### config.mk
export PLATFORM = sky130hd
export DESIGN_NAME = exc_seq
export DESIGN_NICKNAME = d
export VERILOG_FILES = /design/src/rtl/exc_seq_pkg.sv /design/src/rtl/exc_wait_cnt.sv /design/src/rtl/exc_seq.sv
export SDC_FILE = /design/constraint.sdc
export NUM_CORES = 1
export LEC_CHECK = 0
export ABC_CLOCK_PERIOD_IN_PS = 4100
export BUFFER_PORTS_ARGS = -buffer_cell sky130_fd_sc_hd__buf_2
export CORE_ASPECT_RATIO = 0.5
export CORE_MARGIN = 5
export CORE_UTILIZATION = 45
export CTS_BUF_LIST = sky130_fd_sc_hd__clkbuf_4 sky130_fd_sc_hd__clkbuf_8
export DETAILED_ROUTE_END_ITERATION = 6
export GPL_TIMING_DRIVEN = 0
export PLACE_DENSITY = 0.91
export SYNTH_ARGS = -nofsm -noshare
export SYNTH_HDL_FRONTEND = slang
export SYNTH_SLANG_ARGS = --single-unit
export TNS_END_PERCENT = 5
### constraint.sdc
create_clock -name clk -period 4.1 [get_ports clk]
set_input_delay 0.41 -clock clk [delete_from_list [all_inputs] [get_ports clk]]
set_output_delay 0.41 -clock clk [all_outputs]
set_load 0.02 [all_outputs]
### src/rtl/exc_seq_pkg.sv
// Shared constants for the exception sequencer and the memory-address mux:
// address-source select codes, cause codes, FSM state encoding and the
// mapping from a latched cause to the address source of its handler vector.
package exc_seq_pkg;

    // Memory-address source select codes
    localparam logic [2:0] SRC_PC     = 3'b000;
    localparam logic [2:0] SRC_ALUOUT = 3'b001;
    localparam logic [2:0] SRC_NOOP   = 3'b010;
    localparam logic [2:0] SRC_OVFL   = 3'b011;
    localparam logic [2:0] SRC_DIV0   = 3'b100;

    // Width of the wait down-counter; holds MEM_WAIT-1 for MEM_WAIT up to 7
    localparam int unsigned WAIT_CNT_W = 3;

    typedef enum logic [1:0] {
        CAUSE_NONE = 2'b00,
        CAUSE_NOOP = 2'b01,
        CAUSE_OVFL = 2'b10,
        CAUSE_DIV0 = 2'b11
    } cause_e;

    typedef enum logic [2:0] {
        ST_IDLE   = 3'd0,
        ST_SELECT = 3'd1,
        ST_WAIT   = 3'd2,
        ST_LOAD   = 3'd3,
        ST_DONE   = 3'd4
    } state_e;

    // Address source that fetches the handler vector for a given cause
    function automatic logic [2:0] cause_src(input cause_e c);
        case (c)
            CAUSE_NOOP: return SRC_NOOP;
            CAUSE_OVFL: return SRC_OVFL;
            CAUSE_DIV0: return SRC_DIV0;
            default:    return SRC_PC;
        endcase
    endfunction

endpackage

### src/rtl/exc_wait_cnt.sv
// Down-counter that times the memory wait. Loaded on entry to WAIT, it
// counts down to zero and then holds; zero_o marks the last wait cycle.
module exc_wait_cnt
    import exc_seq_pkg::*;
#(
    parameter int unsigned W = WAIT_CNT_W
) (
    input  logic         clk,
    input  logic         reset,
    input  logic         load_i,
    input  logic [W-1:0] cnt_val_i,
    output logic         zero_o
);

    logic [W-1:0] cnt_q;
    logic [W-1:0] cnt_d;

    // Next count: load has priority, otherwise decrement until zero
    always_comb begin
        // NOTE: default first so every path assigns cnt_d and no latch is inferred
        cnt_d = cnt_q;
        if (load_i) begin
            cnt_d = cnt_val_i;
        end else if (cnt_q != '0) begin
            cnt_d = cnt_q - W'(1);
        end
    end

    // Count register, cleared by the asynchronous active-low reset
    always_ff @(posedge clk or negedge reset) begin
        // NOTE: non-blocking assignment so all flops update together at the edge
        if (!reset) begin
            cnt_q <= '0;
        end else begin
            cnt_q <= cnt_d;
        end
    end

    assign zero_o = (cnt_q == '0);

endmodule

### src/rtl/exc_seq.sv
// Exception entry sequencer. Accepts one exception at a time from IDLE,
// records the faulting PC and cause, steers the memory-address mux to the
// handler vector, waits MEM_WAIT cycles for the read, loads the handler
// address and strobes a PC write. Requests that arrive while busy are
// dropped and recorded in a sticky lost_exc flag.
module exc_seq
    import exc_seq_pkg::*;
#(
    parameter int unsigned MEM_WAIT = 2
) (
    input  logic        clk,
    input  logic        reset,
    input  logic [2:0]  ctrl_src_mem,
    input  logic        exc_noop,
    input  logic        exc_ovfl,
    input  logic        exc_div0,
    input  logic [31:0] pc_in,
    input  logic [31:0] mem_data_in,
    output logic [2:0]  src_add_mem,
    output logic [31:0] epc_out,
    output logic [1:0]  cause,
    output logic [31:0] pc_out,
    output logic        pc_wr,
    output logic        busy,
    output logic        done,
    output logic        lost_exc
);

    // Counter load value: WAIT exits on the cycle the counter reads zero
    localparam logic [WAIT_CNT_W-1:0] WAIT_LOAD = WAIT_CNT_W'(MEM_WAIT - 1);

    state_e      state_q, state_d;
    cause_e      cause_q, cause_d;
    logic [31:0] epc_q, epc_d;
    logic [31:0] pc_out_q, pc_out_d;
    logic        lost_q, lost_d;
    logic        cnt_load;
    logic        cnt_zero;
    logic        any_req;

    // Only the low byte of the memory word carries the handler address
    logic        unused_mem_hi;
    assign unused_mem_hi = ^mem_data_in[31:8];

    assign any_req = exc_noop | exc_ovfl | exc_div0;

    exc_wait_cnt #(
        .W (WAIT_CNT_W)
    ) u_wait_cnt (
        .clk       (clk),
        .reset     (reset),
        .load_i    (cnt_load),
        .cnt_val_i (WAIT_LOAD),
        .zero_o    (cnt_zero)
    );

    // Next-state logic and register updates for the entry sequence
    always_comb begin
        state_d  = state_q;
        cause_d  = cause_q;
        epc_d    = epc_q;
        pc_out_d = pc_out_q;
        lost_d   = lost_q;
        cnt_load = 1'b0;

        case (state_q)
            ST_IDLE: begin
                if (any_req) begin
                    state_d = ST_SELECT;
                    // Highest-priority request wins; the others are discarded
                    if (exc_div0) begin
                        cause_d = CAUSE_DIV0;
                    end else if (exc_ovfl) begin
                        cause_d = CAUSE_OVFL;
                    end else begin
                        cause_d = CAUSE_NOOP;
                    end
                end
            end
            ST_SELECT: begin
                // pc_in is already PC+4; wraps modulo 2^32 at zero
                epc_d    = pc_in - 32'd4;
                cnt_load = 1'b1;
                state_d  = ST_WAIT;
            end
            ST_WAIT: begin
                if (cnt_zero) begin
                    state_d = ST_LOAD;
                end
            end
            ST_LOAD: begin
                pc_out_d = {24'b0, mem_data_in[7:0]};
                state_d  = ST_DONE;
            end
            ST_DONE: begin
                state_d = ST_IDLE;
            end
            default: begin
                state_d = ST_IDLE;
            end
        endcase

        // Any request outside IDLE is dropped and remembered until reset
        if ((state_q != ST_IDLE) && any_req) begin
            lost_d = 1'b1;
        end
    end

    // State and result registers
    always_ff @(posedge clk or negedge reset) begin
        if (!reset) begin
            state_q  <= ST_IDLE;
            cause_q  <= CAUSE_NONE;
            epc_q    <= '0;
            pc_out_q <= '0;
            lost_q   <= 1'b0;
        end else begin
            state_q  <= state_d;
            cause_q  <= cause_d;
            epc_q    <= epc_d;
            pc_out_q <= pc_out_d;
            lost_q   <= lost_d;
        end
    end

    assign busy        = (state_q != ST_IDLE);
    assign pc_wr       = (state_q == ST_DONE);
    assign done        = (state_q == ST_DONE);
    assign src_add_mem = (state_q == ST_IDLE) ? ctrl_src_mem : cause_src(cause_q);
    assign epc_out     = epc_q;
    assign cause       = cause_q;
    assign pc_out      = pc_out_q;
    assign lost_exc    = lost_q;

endmodule

**Yosys cells after proc, flatten, opt, wreduce, memory -nomap -nowiden**

Index checks and enable logic that the tools add are counted.

- Mux-type cells: 10
- Reduce and logical (&&, ||, !) cells: 8
- Bitwise gates (word level): 2
- Add/sub/neg operators: 2
- Eq/ne operators: 9

Operator list:

| cell | count |
|---|---|
| 32-bit by 3-bit subtractor with 32-bit output, second input constant | 1 |
| 3-bit 2-to-1 mux | 5 |
| 3-bit case mux with 4 select lines | 1 |
| 3-bit case mux with 3 select lines | 1 |
| 3-bit by 2-bit equality test with 1-bit output, second input constant | 2 |
| 3-bit zero test | 2 |
| 3-bit nonzero test | 2 |
| 2-bit equality test, second input constant | 2 |
| 2-bit 2-to-1 mux | 2 |
| 2-bit inequality test, second input constant | 2 |
| 2-bit AND reduction | 2 |
| 3-bit by 1-bit equality test with 1-bit output, second input constant | 1 |
| 3-bit equality test, second input constant | 1 |
| 3-bit by 1-bit subtractor with 3-bit output, second input constant | 1 |
| 2-bit by 1-bit equality test with 1-bit output, second input constant | 1 |
| 1-bit bitwise OR | 2 |
| 2-bit nonzero test | 1 |
| 1-bit logical AND | 1 |
| 1-bit 2-to-1 mux | 1 |

- Bits of input ports: 72
- Register bits after elaboration: 49
- Logic and storage cells: 37
- Output and inout port bits: 73

**Logic depth before layout (Yosys ltp)**

- Word-level depth: 4
- Gate-level depth with buffers: 7

**Modules after synthesis**

Synthesis repeated with hierarchy kept, for this count alone.

- Cells, all modules: 303
- Area total of the unflattened synthesis: 2712.6 µm²

Modules (own cells, without submodules):

| module | area an instance (µm²) | instances | cells an instance |
|---|---|---|---|
| exc_seq | 2511.2 | 1 | 282 |
| exc_wait_cnt | 201.4 | 1 | 21 |

**Least setup slack after synthesis**

OpenSTA, ideal clock, no wires.

- Path kind: register to output
- Start: register state_q[1]
- End: output src_add_mem[1]
- Buffers on the path: 1
- Setup slack: 1987 ps
- Required time: 3690 ps
- Arrival time: 1703 ps
- Stages on the path, launching flop included: 5
- Cells stage by stage: dfrtp_1 > clkbuf_1 > nor3_1 > clkinv_1 > a21oi_1

- Longest elaborated chain between the ends: 2

RTL lines:

| what | line | source |
|---|---|---|
| start, declared | exc_seq.sv:32 | `state_e state_q, state_d;` |
| start signal, assigned | exc_seq.sv:118 | `state_q <= state_d;` |
| 3-bit zero test | exc_seq.sv:129 | `assign src_add_mem = (state_q == ST_IDLE) ? ctrl_src_mem : cause_src(cause_q);` |
| 3-bit 2-to-1 mux | exc_seq.sv:129 |  |
| end, declared | exc_seq.sv:19 | `output logic [2:0] src_add_mem,` |

Every way passes these cells.

**Worst setup path after layout**

Ends and elaborated chain as after synthesis.

==> out/results.md <==
### Run status
- status: completed

### Placed design
- worst-case setup slack after placement: 1.77 ns
- dpl hpwl: 5100 µm
- standard cell area after detailed placement: 3330 µm²
- PortBufs: 96
- Cell Count Post-Placement: 496
- Placer Congestion: 0.901

### Global routing
- pin count of the biggest net entering global routing: 50
- overall fraction of global-route tracks in use: 0.171
- vias in the first global route: 2436
- initial antenna violation count: 0
- global route total overflow: 0
- global-route wire length before repair: 10900 µm

### Yosys
- top cell type's share of synthesized area: 0.459
- flip-flop and latch count after synthesis: 49
- largest area contributor in the netlist: sky130_fd_sc_hd__dfrtp_1
- Area contributors post-synth: sky130_fd_sc_hd__dfrtp_1, sky130_fd_sc_hd__nand2_1, sky130_fd_sc_hd__buf_4
- count of unique library cells instantiated by Yosys: 37
- share of synthesized cell area in full adder, half adder and majority cells: 0.0234
- Mean Syn Cell Area: 8.80 µm²
- multiplexer fraction of the synthesized cell area: 0
- post-synthesis async set-or-reset flop share: 1.00
- part of the Yosys area used for sequential elements: 0.459
- main combinational cell family by area after synthesis: simple AND/OR/NAND/NOR gates
- gate count after technology mapping: 304
- Post-Synth Simple-Gate Area: 0.243
- number of enable flip-flop cells after synthesis: 0
- YS warnings: 0
- Post-synth top flop: sky130_fd_sc_hd__dfrtp_1
- synthesized-area fraction occupied by xor and xnor cells: 0.0950
- Post-Syn Area: 2670 µm²
- Compound-Gate Fraction of Synth Area: 0.0800

### Worst setup path
- type of element launching the critical path: register
- highest net fanout along the worst path: 8
- Worst Setup End Kind: output pin
- Setup Crit Path Kind: register to output pin
- Arr. time, crit path: 2.08 ns
- data required time of the worst path: 3.69 ns

### Floorplan
- initial core utilization: 0.477
- Die W: 119 µm
- number of rows created at floorplan: 19
- core area: 5610 µm²
- Ports: 145
- overall die area: 7680 µm²
- Die Span Y: 64.5 µm

### STA
- setup total negative slack: 0 ns
- Max Slew Vio Count: 0
- Fmax: 0.401 GHz
- number of failing hold endpoints at the final stage: 0
- share of the cycle needed by the critical path after routing: 0.608
- unrepaired setup endpoints after global routing: false
- relative max-transition margin: 0.275
- Worst-Margin Slew: 1.09 ns
- Final Setup Violations: 0
- slack of the critical path: 1.61 ns
- clock skew: 0.00274 ns
- post-route minimum period: 2.49 ns

### Cells and area
- final instance count without filler cells: 504
- layout cells sized above 1: 0.316
- n_diodes: 0
- area added between synthesis and finish: 29.1%
- post-route cell area: 3450 µm²
- Final nets: 507

### Routing
- detailed-router iteration count before antenna repair: 4
- DR WL/cell: 13.1 µm
- number of DRC violations after detailed routing: 0
- drt total wl: 6580 µm
- mean number of vias per cell: 4.91
- first-iteration detailed-routing DRC count: 160
- count of vias placed by the detailed router: 2474
- DRT antenna net count: 0

### Power
- Leakage Power: 0.00176 µW
- Max VDD drop: 0.230 mV
- P per Cell Area: 691 nW/µm²

### Job
- max-cap viol count: 0

### Clock network
- library cell used as clock root buffer: sky130_fd_sc_hd__clkbuf_8
- buffer count from post-CTS setup fixing: 0
- TritonCTS clock tree: done
- clock edge transition at the registers on the reported setup and hold paths: 0.09 ns
- maximum number of buffers from clock root to sink: 2
- CTS H-Tree Depth: 2
- CTS Hold Bufs: 0
- later-pin clock latency in the skew report: 0.30 ns
- # resized after CTS: 0
- number of sinks handled by clock tree synthesis: 49
- clock buffer count from CTS: 5

### Hold path
- Hold/Removal Path Class: input port to register

synthesized netlist by cell type (all sizes together) (2+ instances only):
| cell type | count |
|---|---|
| nor2 | 20 |
| o21ai | 32 |
| nand3b | 2 |
| inv | 7 |
| nor4b | 2 |
| xor2 | 15 |
| nor4 | 7 |
| or3 | 2 |
| nor3b | 2 |
| a21oi | 4 |
| nand3 | 6 |
| clkinv | 2 |
| nor3 | 11 |
| buf | 26 |
| nand2 | 71 |
| xnor2 | 14 |
| dfrtp | 49 |
| nand4 | 3 |
| ha | 5 |
| clkbuf | 10 |
| or4 | 5 |
per-stage QoR:
stage | hold slack (ns) | utilization | total power, µW
2_1_floorplan | 0.114 | - | 1620
3_3_place_gp | 0.453 | 0.594 | 2000
3_5_place_dp | 0.457 | 0.594 | 2050
4_1_cts | 0.281 | 0.615 | 2410
5_1_grt | 0.276 | 0.615 | 2590
6_report | 0.288 | 0.615 | 2390
cell usage in the layout, fill, tap and decap left out, types with 2 or more instances in the layout:
cell type | synthesis | layout
sky130_fd_sc_hd__nor4_1 | 6 | 6
sky130_fd_sc_hd__o21ai_0 | 28 | 28
sky130_fd_sc_hd__xor2_1 | 15 | 15
sky130_fd_sc_hd__clkbuf_1 | 10 | 10
sky130_fd_sc_hd__or3_1 | 2 | 2
sky130_fd_sc_hd__nor2_1 | 20 | 20
sky130_fd_sc_hd__dfrtp_1 | 49 | 49
sky130_fd_sc_hd__nand2_1 | 71 | 71
sky130_fd_sc_hd__buf_2 | 1 | 97
sky130_fd_sc_hd__clkbuf_8 | 0 | 6
sky130_fd_sc_hd__nand4_1 | 3 | 3
sky130_fd_sc_hd__buf_4 | 25 | 25
sky130_fd_sc_hd__clkinv_1 | 2 | 2
sky130_fd_sc_hd__nor3_1 | 10 | 10
sky130_fd_sc_hd__xnor2_1 | 14 | 14
sky130_fd_sc_hd__o21ai_1 | 3 | 3
sky130_fd_sc_hd__or4_1 | 4 | 4
sky130_fd_sc_hd__ha_1 | 5 | 5
sky130_fd_sc_hd__a21oi_1 | 4 | 4
sky130_fd_sc_hd__nand3b_1 | 2 | 2
sky130_fd_sc_hd__nor3b_1 | 2 | 2
sky130_fd_sc_hd__nand3_1 | 6 | 6
sky130_fd_sc_hd__inv_1 | 7 | 7
sky130_fd_sc_hd__conb_1 | 1 | 24
critical path, stage by stage (launching register included):
cell and delay, ns:
sky130_fd_sc_hd__dfrtp_1 0.36, sky130_fd_sc_hd__clkbuf_1 0.18, sky130_fd_sc_hd__nor3_1 0.49, sky130_fd_sc_hd__clkinv_1 0.34, sky130_fd_sc_hd__a21oi_1 0.22, sky130_fd_sc_hd__buf_2 0.18
layout make-up:
type,count,area [µm²]
flip-flops and latches,49,1230
fillers,499,2160
plain buffers,36,230
multi-input cells,233,1270
well taps,73,91.3
repair buffers,96,480
clock buffers,6,82.6
inverters,9,33.8
clock inverters,2,37.5
flip-flops by register name (all words and copies together) (netlist names):
register	flops
cause	2
epc_out	32
lost_exc	1
pc_out	8
state_q	3
u_wait_cnt.cnt_q	3
final timing paths:
check	startpoint	slack (ns)	cells after the start	endpoint
max in group asynchronous	reset	3.14	1	state_q[0]$_DFFE_PN0P_
setup reg to reg	state_q[0]$_DFFE_PN0P_	2.22	6	epc_out[16]$_DFFE_PN0P_
hold / removal	mem_data_in[4]	0.29	3	pc_out[4]$_DFFE_PN0N_
min in group asynchronous	reset	0.30	1	epc_out[21]$_DFFE_PN0P_
setup / recovery	state_q[1]$_DFFE_PN0P_	1.61	5	src_add_mem[1]
hold reg to reg	pc_out[0]$_DFFE_PN0N_	0.48	2	pc_out[0]$_DFFE_PN0N_
report_power, final:
group	total (µW)	internal (µW)	switching [µW]	leakage, µW
Clock	363	198	165	0.0000574
Combinational	1190	394	791	0.00111
Sequential	837	719	118	0.000595
Total	2390	1310	1070	0.00176
logic make-up (layout without fill, tap and decap cells):
family                     count (synthesis)  count (layout)
DFF                                       49              49
AOI/OAI and AO/OA                         40              40
and+or+nand+nor                          135             135
buffers and inverters                     45             149
adders and majority gates                  5               5
xor gates and xnor gates                  29              29
other                                      1              24
per-layer routing:
layer | part of all wire | up-vias | GRT usage
met3 | 0.074 | 23 | 0.0478
met4 | 0.028 | 0 | 0.0707
met5 | 0 | - | 0
met1 | 0.40 | 1132 | 0.198
met2 | 0.50 | 98 | 0.305
li1 | - | 1221 | -
Power figures use the tool's default switching activity.
